$ cat src/rtl/pipeline_pkg.sv
// Shared pipeline definitions: instruction field layout, widths and the decode helper.
package pipeline_pkg;

    localparam int INSTR_W        = 32;
    localparam int OPC_W          = 6;
    localparam int REG_W          = 5;
    localparam int NREGS          = 32;
    localparam int IMM_W          = 16;

    localparam int OPC_LSB        = 26;
    localparam int IMMF_BIT       = 29;
    localparam int WS_LSB         = 21;
    localparam int RS1_LSB        = 16;
    localparam int RS2_LSB        = 11;
    localparam int IMM_LSB        = 0;

    localparam int WB_LAT_DEFAULT = 3;

    typedef struct packed {
        logic [OPC_W-1:0]   alu_op;
        logic [REG_W-1:0]   ws;
        logic [REG_W-1:0]   rs1;
        logic [REG_W-1:0]   rs2;
        logic [INSTR_W-1:0] imm;
        logic               ds;
        logic               we;
    } issue_t;

    // Split an instruction word into the fields handed to stage 2.
    // The imm-form flag lives inside the opcode field, so it is shared with alu_op.
    function automatic issue_t decode_instr(input logic [INSTR_W-1:0] instr);
        issue_t d;
        d        = '0;
        d.alu_op = instr[OPC_LSB +: OPC_W];
        d.ws     = instr[WS_LSB +: REG_W];
        d.rs1    = instr[RS1_LSB +: REG_W];
        d.we     = 1'b1;
        if (instr[IMMF_BIT]) begin
            d.imm = {{(INSTR_W-IMM_W){1'b0}}, instr[IMM_LSB +: IMM_W]};
            d.ds  = 1'b1;
        end else begin
            d.rs2 = instr[RS2_LSB +: REG_W];
        end
        return d;
    endfunction

endpackage

$ cat src/rtl/wb_delay_line.sv
// Fixed-depth shift register of (valid, destination tag) pairs. A tag pushed on
// one edge appears at the exit output DEPTH cycles later, which is the cycle its
// scoreboard bit must be released.
module wb_delay_line
    import pipeline_pkg::*;
#(
    parameter int DEPTH = WB_LAT_DEFAULT
) (
    input  logic             clk,
    input  logic             rst,
    input  logic             push_valid_i,
    input  logic [REG_W-1:0] push_tag_i,
    output logic             exit_valid_o,
    output logic [REG_W-1:0] exit_tag_o
);

    logic [DEPTH-1:0]            vld_q;
    logic [DEPTH-1:0]            vld_d;
    logic [DEPTH-1:0][REG_W-1:0] tag_q;
    logic [DEPTH-1:0][REG_W-1:0] tag_d;

    // Stage 0 loads the new tag, every later stage takes its predecessor.
    for (genvar gi = 0; gi < DEPTH; gi++) begin : g_stage
        if (gi == 0) begin : g_head
            assign vld_d[gi] = push_valid_i;
            assign tag_d[gi] = push_tag_i;
        end else begin : g_body
            assign vld_d[gi] = vld_q[gi-1];
            assign tag_d[gi] = tag_q[gi-1];
        end
    end

    // Advance the whole line each cycle; reset drops every in-flight tag.
    always_ff @(posedge clk) begin
        if (rst) begin
            vld_q <= '0;
            tag_q <= '0;
        end else begin
            vld_q <= vld_d;
            tag_q <= tag_d;
        end
    end

    assign exit_valid_o = vld_q[DEPTH-1];
    assign exit_tag_o   = tag_q[DEPTH-1];

endmodule

$ cat src/rtl/issue_ctrl.sv
// Issue stage: decodes the offered instruction, blocks it on RAW/WAW hazards
// against a busy scoreboard, and registers accepted instructions for stage 2.
module issue_ctrl
    import pipeline_pkg::*;
#(
    parameter int WB_LAT = WB_LAT_DEFAULT
) (
    input  logic               clk,
    input  logic               rst,
    input  logic               instr_valid,
    input  logic [INSTR_W-1:0] instr,
    output logic               instr_ready,
    output logic               issue_valid,
    output logic [OPC_W-1:0]   issue_alu_op,
    output logic [REG_W-1:0]   issue_ws,
    output logic [REG_W-1:0]   issue_rs1,
    output logic [REG_W-1:0]   issue_rs2,
    output logic [INSTR_W-1:0] issue_imm,
    output logic               issue_ds,
    output logic               issue_we,
    output logic [15:0]        stall_count
);

    issue_t           dec;
    issue_t           issue_q;
    logic             issue_valid_q;
    logic [NREGS-1:0] busy_q;
    logic [NREGS-1:0] busy_d;
    logic [15:0]      stall_q;
    logic [15:0]      stall_d;
    logic             hazard;
    logic             accept;
    logic             push_valid;
    logic             exit_valid;
    logic [REG_W-1:0] exit_tag;

    assign dec = decode_instr(instr);

    // RS2 is only a real source in register form; in imm form the field is immediate bits.
    assign hazard      = busy_q[dec.rs1] | (~dec.ds & busy_q[dec.rs2]) | busy_q[dec.ws];
    assign instr_ready = ~rst & ~hazard;
    assign accept      = instr_valid & instr_ready;
    assign push_valid  = accept & (dec.ws != '0);

    wb_delay_line #(
        .DEPTH (WB_LAT)
    ) u_wb_delay_line (
        .clk          (clk),
        .rst          (rst),
        .push_valid_i (push_valid),
        .push_tag_i   (dec.ws),
        .exit_valid_o (exit_valid),
        .exit_tag_o   (exit_tag)
    );

    // Per-register next state: an exiting tag and a new tag never collide because
    // the new instruction would have seen that register busy and stalled.
    for (genvar gi = 0; gi < NREGS; gi++) begin : g_busy
        if (gi == 0) begin : g_r0
            assign busy_d[gi] = 1'b0;
        end else begin : g_rn
            logic set_bit;
            logic clr_bit;
            assign set_bit    = push_valid & (dec.ws == REG_W'(gi));
            assign clr_bit    = exit_valid & (exit_tag == REG_W'(gi));
            assign busy_d[gi] = (busy_q[gi] & ~clr_bit) | set_bit;
        end
    end

    // Scoreboard register; reset forgets every outstanding write.
    always_ff @(posedge clk) begin
        if (rst) begin
            busy_q <= '0;
        end else begin
            busy_q <= busy_d;
        end
    end

    // Saturating stall counter next state: counts offered-but-blocked cycles.
    always_comb begin
        stall_d = stall_q;
        if (instr_valid && !instr_ready && !rst && (stall_q != 16'hFFFF)) begin
            stall_d = stall_q + 16'd1;
        end
    end

    // Stall counter register.
    always_ff @(posedge clk) begin
        if (rst) begin
            stall_q <= '0;
        end else begin
            stall_q <= stall_d;
        end
    end

    // Stage-2 register: valid pulses per accept, fields hold until the next accept.
    always_ff @(posedge clk) begin
        if (rst) begin
            issue_valid_q <= 1'b0;
            issue_q       <= '0;
        end else begin
            issue_valid_q <= accept;
            if (accept) begin
                issue_q <= dec;
            end
        end
    end

    assign issue_valid  = issue_valid_q;
    assign issue_alu_op = issue_q.alu_op;
    assign issue_ws     = issue_q.ws;
    assign issue_rs1    = issue_q.rs1;
    assign issue_rs2    = issue_q.rs2;
    assign issue_imm    = issue_q.imm;
    assign issue_ds     = issue_q.ds;
    assign issue_we     = issue_q.we;
    assign stall_count  = stall_q;

endmodule
$ cat config.mk
export PLATFORM = sky130hd
export DESIGN_NAME = issue_ctrl
export DESIGN_NICKNAME = d
export VERILOG_FILES = /design/src/rtl/pipeline_pkg.sv /design/src/rtl/wb_delay_line.sv /design/src/rtl/issue_ctrl.sv
export SDC_FILE = /design/constraint.sdc
export NUM_CORES = 1
export LEC_CHECK = 0
export CORE_MARGIN = 3
export CORE_UTILIZATION = 56
export DETAILED_ROUTE_END_ITERATION = 10
export PLACE_DENSITY_LB_ADDON = 0.1
export SETUP_SLACK_MARGIN = 0.3
export SKIP_LAST_GASP = 1
export SLEW_MARGIN = 40
export SYNTH_ARGS = -nofsm -noshare
export SYNTH_HDL_FRONTEND = slang
export SYNTH_SLANG_ARGS = --single-unit
export TNS_END_PERCENT = 50
$ cat constraint.sdc
create_clock -name clk -period 7.4 [get_ports clk]
set_input_delay 1.11 -clock clk [delete_from_list [all_inputs] [get_ports clk]]
set_output_delay 1.11 -clock clk [all_outputs]
set_load 0.01 [all_outputs]
# Yosys cells after proc, flatten, opt, wreduce, memory -nomap -nowiden
# Cells that the tools add are included.
word_totals:
  in_bits: 35
  out_inout_bits: 73
  reg_bits: 122
  word_cells: 260
op_classes:
  bitwise: 164
  eq_ne: 63
  mux: 8
  magnitude_cmp: 3
  add_sub_neg: 1
  reduce_logical: 6
ops:
  columns: ["op", "n"]
  rows:
  - ["5-bit == test (second input constant)", 32]
  - ["1-bit AND", 97]
  - ["5-bit by 4-bit == test with 1-bit output (second input constant)", 16]
  - ["5-bit by 3-bit == test with 1-bit output (second input constant)", 8]
  - ["1-bit NOT", 34]
  - ["1-bit bitwise OR", 33]
  - ["5-bit by 2-bit == test with 1-bit output (second input constant)", 4]
  - ["5-bit by 6-bit less-than comparator with 1-bit output (second input constant)", 3]
  - ["17-bit two-way mux", 1]
  - ["16-bit by 1-bit adder with 16-bit output (second input constant)", 1]
  - ["16-bit != test (second input constant)", 1]
  - ["1-bit binary-select mux with 5-bit select", 3]
  - ["5-bit by 1-bit == test with 1-bit output (second input constant)", 2]
  - ["5-bit two-way mux", 1]
  - ["5-bit nonzero test", 1]
  - ["1-bit logical AND", 3]
  - ["1-bit two-way mux", 3]
  - ["1-bit zero test", 2]

# Depth between registers and ports, before layout
depth:
  depth_word: 12
  depth_mapped: 12
  ltp_nobuf: 8

# Hierarchy
# Synthesis repeated with hierarchy kept, for this count alone.
hier_totals:
  hier_cells: 557
  hier_area_um2: 5038.6
by_module_without_submodules:
  columns: ["module", "cells_per_inst", "area_per_inst_um2", "seq_area_each_um2", "instances"]
  rows:
  - ["issue_ctrl", 520, 4549.4, 1721.7, 1]
  - ["wb_delay_line", 37, 489.2, 360.3, 1]

# Worst setup path after synthesis
# OpenSTA, ideal clock, no wires.
synth_path:
  path_type: "in2out"
  startpoint: "in instr[21]"
  endpoint: "out instr_ready"
  arrival_ns: 3.002
  cell_stages: 9
  setup_slack_ns: 3.288
  t_required_ns: 6.290
  n_path_buf: 3
  cell_sequence: "buf_6 -> mux4_1 -> mux2_2 -> and3_4 -> nor4_4 -> nand4_2 -> inv_2 -> buf_6 -> buf_4"
synth_between:
  elab_chain_len: 5
synth_lines:
  columns: ["element", "line", "text"]
  rows:
  - ["start: declaration", "issue_ctrl.sv:11", "input logic [INSTR_W-1:0] instr,"]
  - ["1-bit binary-select mux with 5-bit select", "issue_ctrl.sv:40", "assign hazard = busy_q[dec.rs1] | (~dec.ds & busy_q[dec.rs2]) | busy_q[dec.ws];"]
  - ["1-bit two-way mux (not written as such)", "issue_ctrl.sv:40", null]
  - ["1-bit bitwise OR", "issue_ctrl.sv:40", null]
  - ["1-bit NOT", "issue_ctrl.sv:41", "assign instr_ready = ~rst & ~hazard;"]
  - ["1-bit AND", "issue_ctrl.sv:41", null]
  - ["end: declaration", "issue_ctrl.sv:12", "output logic instr_ready,"]
# Every way passes these cells. The select of a mux whose other input is x is not followed.

# Worst setup path in the final report
layout_path:
  startpoint: "in instr[22]"
  endpoint: "out instr_ready"
# The elaborated chain is that of the path after synthesis.

==> results.md <==
* Initial Util at 59.2%
* Switching part of the total at 27.2%
* PD cells at about 180 mW/mm^2
* Most used cell, CP: clkdlybuf4s50_1
* Post-Layout Inst Area at roughly 0.0063 mm^2
* Leak pwr at ~2.2 nW
* Post-synth EDFFs at 0
* Via count of the routed design at 4725
* Clock-pin slew on the worst setup and hold paths at 90 ps
* P_sw at 302 uW
* Per-cell routed wire length at 18.5 um
* Grt total ovfl at 0
* Yosys top cell by area: dfxtp_1
* DP Area at a little over 0.006 mm^2
* Worst VDD drop at about 130 uV
* Commonest cells after routing, fill and taps aside: dfxtp_1 (104), clkdlybuf4s50_1 (89), o21ai_0 (49)
* Drt first pass iters at 5
* Ys flop type: dfxtp_1
* Vias in the first global route at roughly 4300
* Mapped Cells at a little under 600
* Top cells by area, synth: dfxtp_1 (39%), o21ai_0 (4.6%), mux4_2 (4.3%)
* Die W at about 100 um
* Async S/R FF share, synth at 0%
* Drc violations at 0
* Period utilization at between 70% and 80%
* Core Region at 0.00893 mm^2
* CTS tree: yes
* Setup Skew at around 12 ps
* Post-Synthesis Cell Area at 0.00529 mm^2
* Layout cells sized above 1 at around an eighth
* P&R area growth vs syn at 18.6%
* Clock sinks at 104
* Avg Cell Area, Syn at slightly below 9 um^2
* RSZ-0062 raised after global routing: no
* Clock buffer depth at 2
* Distinct cells, synth at between 50 and 60
* Post-synthesis sequential area ratio at 39.3%
* Logic pwr share at roughly 15%
* H-tree levels at 3
* Dpl ws at roughly 1900 ps
* Post-CTS Setup Inserts at 0
* Tot GR Track Use at about a quarter
* Resized cells post-CTS at 0
* WP data arrival at approximately 4400 ps
* Fin Setup TNS at 0 ps
* Critical-path cell list: clkdlybuf4s50_1 > mux4_2 > o221ai_1 > a211oi_1 > nor4_4 > nand4_2 > buf_4 > inv_2 > clkdlybuf4s50_1
* Remaining antenna violation count at 0
* Placed cell count at about 750
* Fin. Hold Viols at 0
* Min Tclk post-route at approximately 5500 ps
* CP Capture Type: primary output
* Root Driver: clkbuf_8
* CP required at about 6300 ps
* Initial DRC count at about 350
* Die area at ~0.011 mm^2
* Hold_buf cts at 0
* Worst-Margin Slew at between 800 and 900 ps
* Crit path max fanout at 38
* First-pass GRT wire length at between 20 and 25 mm
* Clk Latency, worst-skew pair at approximately 370 ps
* Die Span Y at slightly above 100 um
* Finished Layout Cells at between 700 and 800
* CP max-delay cell: clkdlybuf4s50_1
* Highest clock rate at around 0.18 GHz
* Post-synth top area share at between 30% and 40%
* Ant. Diodes at 0
* Via-to-Cell Ratio at just over 6
* Gp weighted congestion at ~0.96
* Most common cell after layout, fill and taps aside: dfxtp_1
* Clock power frac at roughly a third
* Largest net degree at the start of global routing at 63
* TritonCTS buffer count at 9
* Max_cap viols at 0
* Outcome: finished clean
* Final setup violation count at 0
* Hold Crit Class: flop to flop
* Final-report max-slew violation count at 0
* CP peak stage delay at 1000 ps
* FF+latch count, synth at approximately 100
* Sequential share of power at about 53%
* Slew headroom at between 40% and 50%
* Setup Crit Path Kind: primary input to primary output
* Internal at 806 uW
* Final WS setup at ~1900 ps
* Post-DP HPWL at around 10 mm
* # rows at 34
* Critical Path Start Type: primary input
* Final total power at between 1 and 1.5 mW
* Layout Nets at 685
* Initial antenna violation count at 0
* # port buffers at 91
* Yosys warns at 0
* Final WL at about 14 mm
* I/O pin total at 108
[cells by family (layout without fill, tap and decap cells)]
kind of cell,Yosys count,after routing,share of synthesized area [%]
and+or+nand+nor,213,213,22.5
AOI/OAI and AO/OA,152,152,18.7
DFF,104,104,39.3
buffers and inverters,79,126,7.76
muxes,41,41,11.4
adders and majority gates,1,1,0.236
other,1,16,0.0709
[per-layer routing]
layer  global-route usage, %  vias to the layer above  share of wire [%]  wire length, um
li1                        -                     2264                  -                -
met1                    37.8                     2241                 46             6410
met2                    40.7                      204                 46             6440
met3                    4.36                       16                7.2             1010
met4                    7.37                        0                1.4              191
met5                       0                        -                  0                0
[power by group through the flow]
stage | combinational, mW | clock (mW) | sequential, mW
final | 0.161 | 0.359 | 0.588
after detailed placement | 0.160 | 0 | 0.601
after global placement | 0.158 | 0 | 0.600
after floorplan | 0.101 | 0 | 0.603
after CTS | 0.161 | 0.363 | 0.588
after global routing | 0.175 | 0.386 | 0.590
[per-stage QoR]
| stage | utilization (%) | hold WS, ps |
|---|---|---|
| 2_1_floorplan | - | 414 |
| 3_3_place_gp | 68.0 | 417 |
| 3_5_place_dp | 68.0 | 434 |
| 4_1_cts | 70.3 | 456 |
| 5_1_grt | 70.3 | 462 |
| 6_report | 70.3 | 451 |
[cell usage after synthesis (3+ instances only)]
cell type / number
and3_1: 8
inv_1: 14
a31o_2: 20
mux2_2: 14
o211ai_1: 15
nand3_2: 3
nand4_1: 15
dfxtp_1: 104
a311oi_1: 3
or2_2: 3
nand3b_1: 8
or3_1: 7
mux4_2: 10
clkbuf_1: 30
o21ai_0: 49
nand2_1: 33
a21oi_1: 32
mux4_1: 3
nand3_1: 41
nor3_1: 21
mux2i_1: 13
o21ai_1: 8
nor2_1: 24
buf_6: 4
nor2b_1: 29
o311ai_0: 6
buf_2: 10
nand2b_1: 7
buf_4: 19
[path summary, 6_finish.rpt]
| kind | startpoint | end | slack, ps | cells past startpoint |
|---|---|---|---|---|
| worst max register to register | busy_q[15] | issue_imm[1] | 3770 | 9 |
| worst min-delay path | u_wb_delay_line.tag_d[10] | u_wb_delay_line.exit_tag_o[0] | 450 | 1 |
| worst min register to register | u_wb_delay_line.tag_d[10] | u_wb_delay_line.exit_tag_o[0] | 450 | 1 |
| worst max-delay path | instr[22] | instr_ready | 1930 | 9 |
[worst max-delay path, delay by kind of cell]
kind                   cells  cell delay (ps)
buffers and inverters      4             1870
muxes                      1              590
and+or+nand+nor            2              480
AOI/OAI and AO/OA          2              310
[state kept, by name, indices dropped and copies added (netlist names)]
name / count
busy_q: 31
issue_imm: 16
stall_count: 16
u_wb_delay_line.tag_d: 10
issue_alu_op: 6
issue_rs1: 5
issue_rs2: 5
issue_ws: 5
u_wb_delay_line.exit_tag_o: 5
u_wb_delay_line.vld_q: 3
issue_valid: 1
issue_we: 1
[area by class of cell]
| type | instances | area [um^2] |
|---|---|---|
| multi-input cells | 423 | 2860 |
| fillers | 740 | 2660 |
| flip-flops and latches | 104 | 2080 |
| repair buffers | 96 | 941 |
| well taps | 108 | 135 |
| clock buffers | 9 | 124 |
| clock inverters | 6 | 75.1 |
| inverters | 15 | 56.3 |
(Power assumes the default switching activity.)
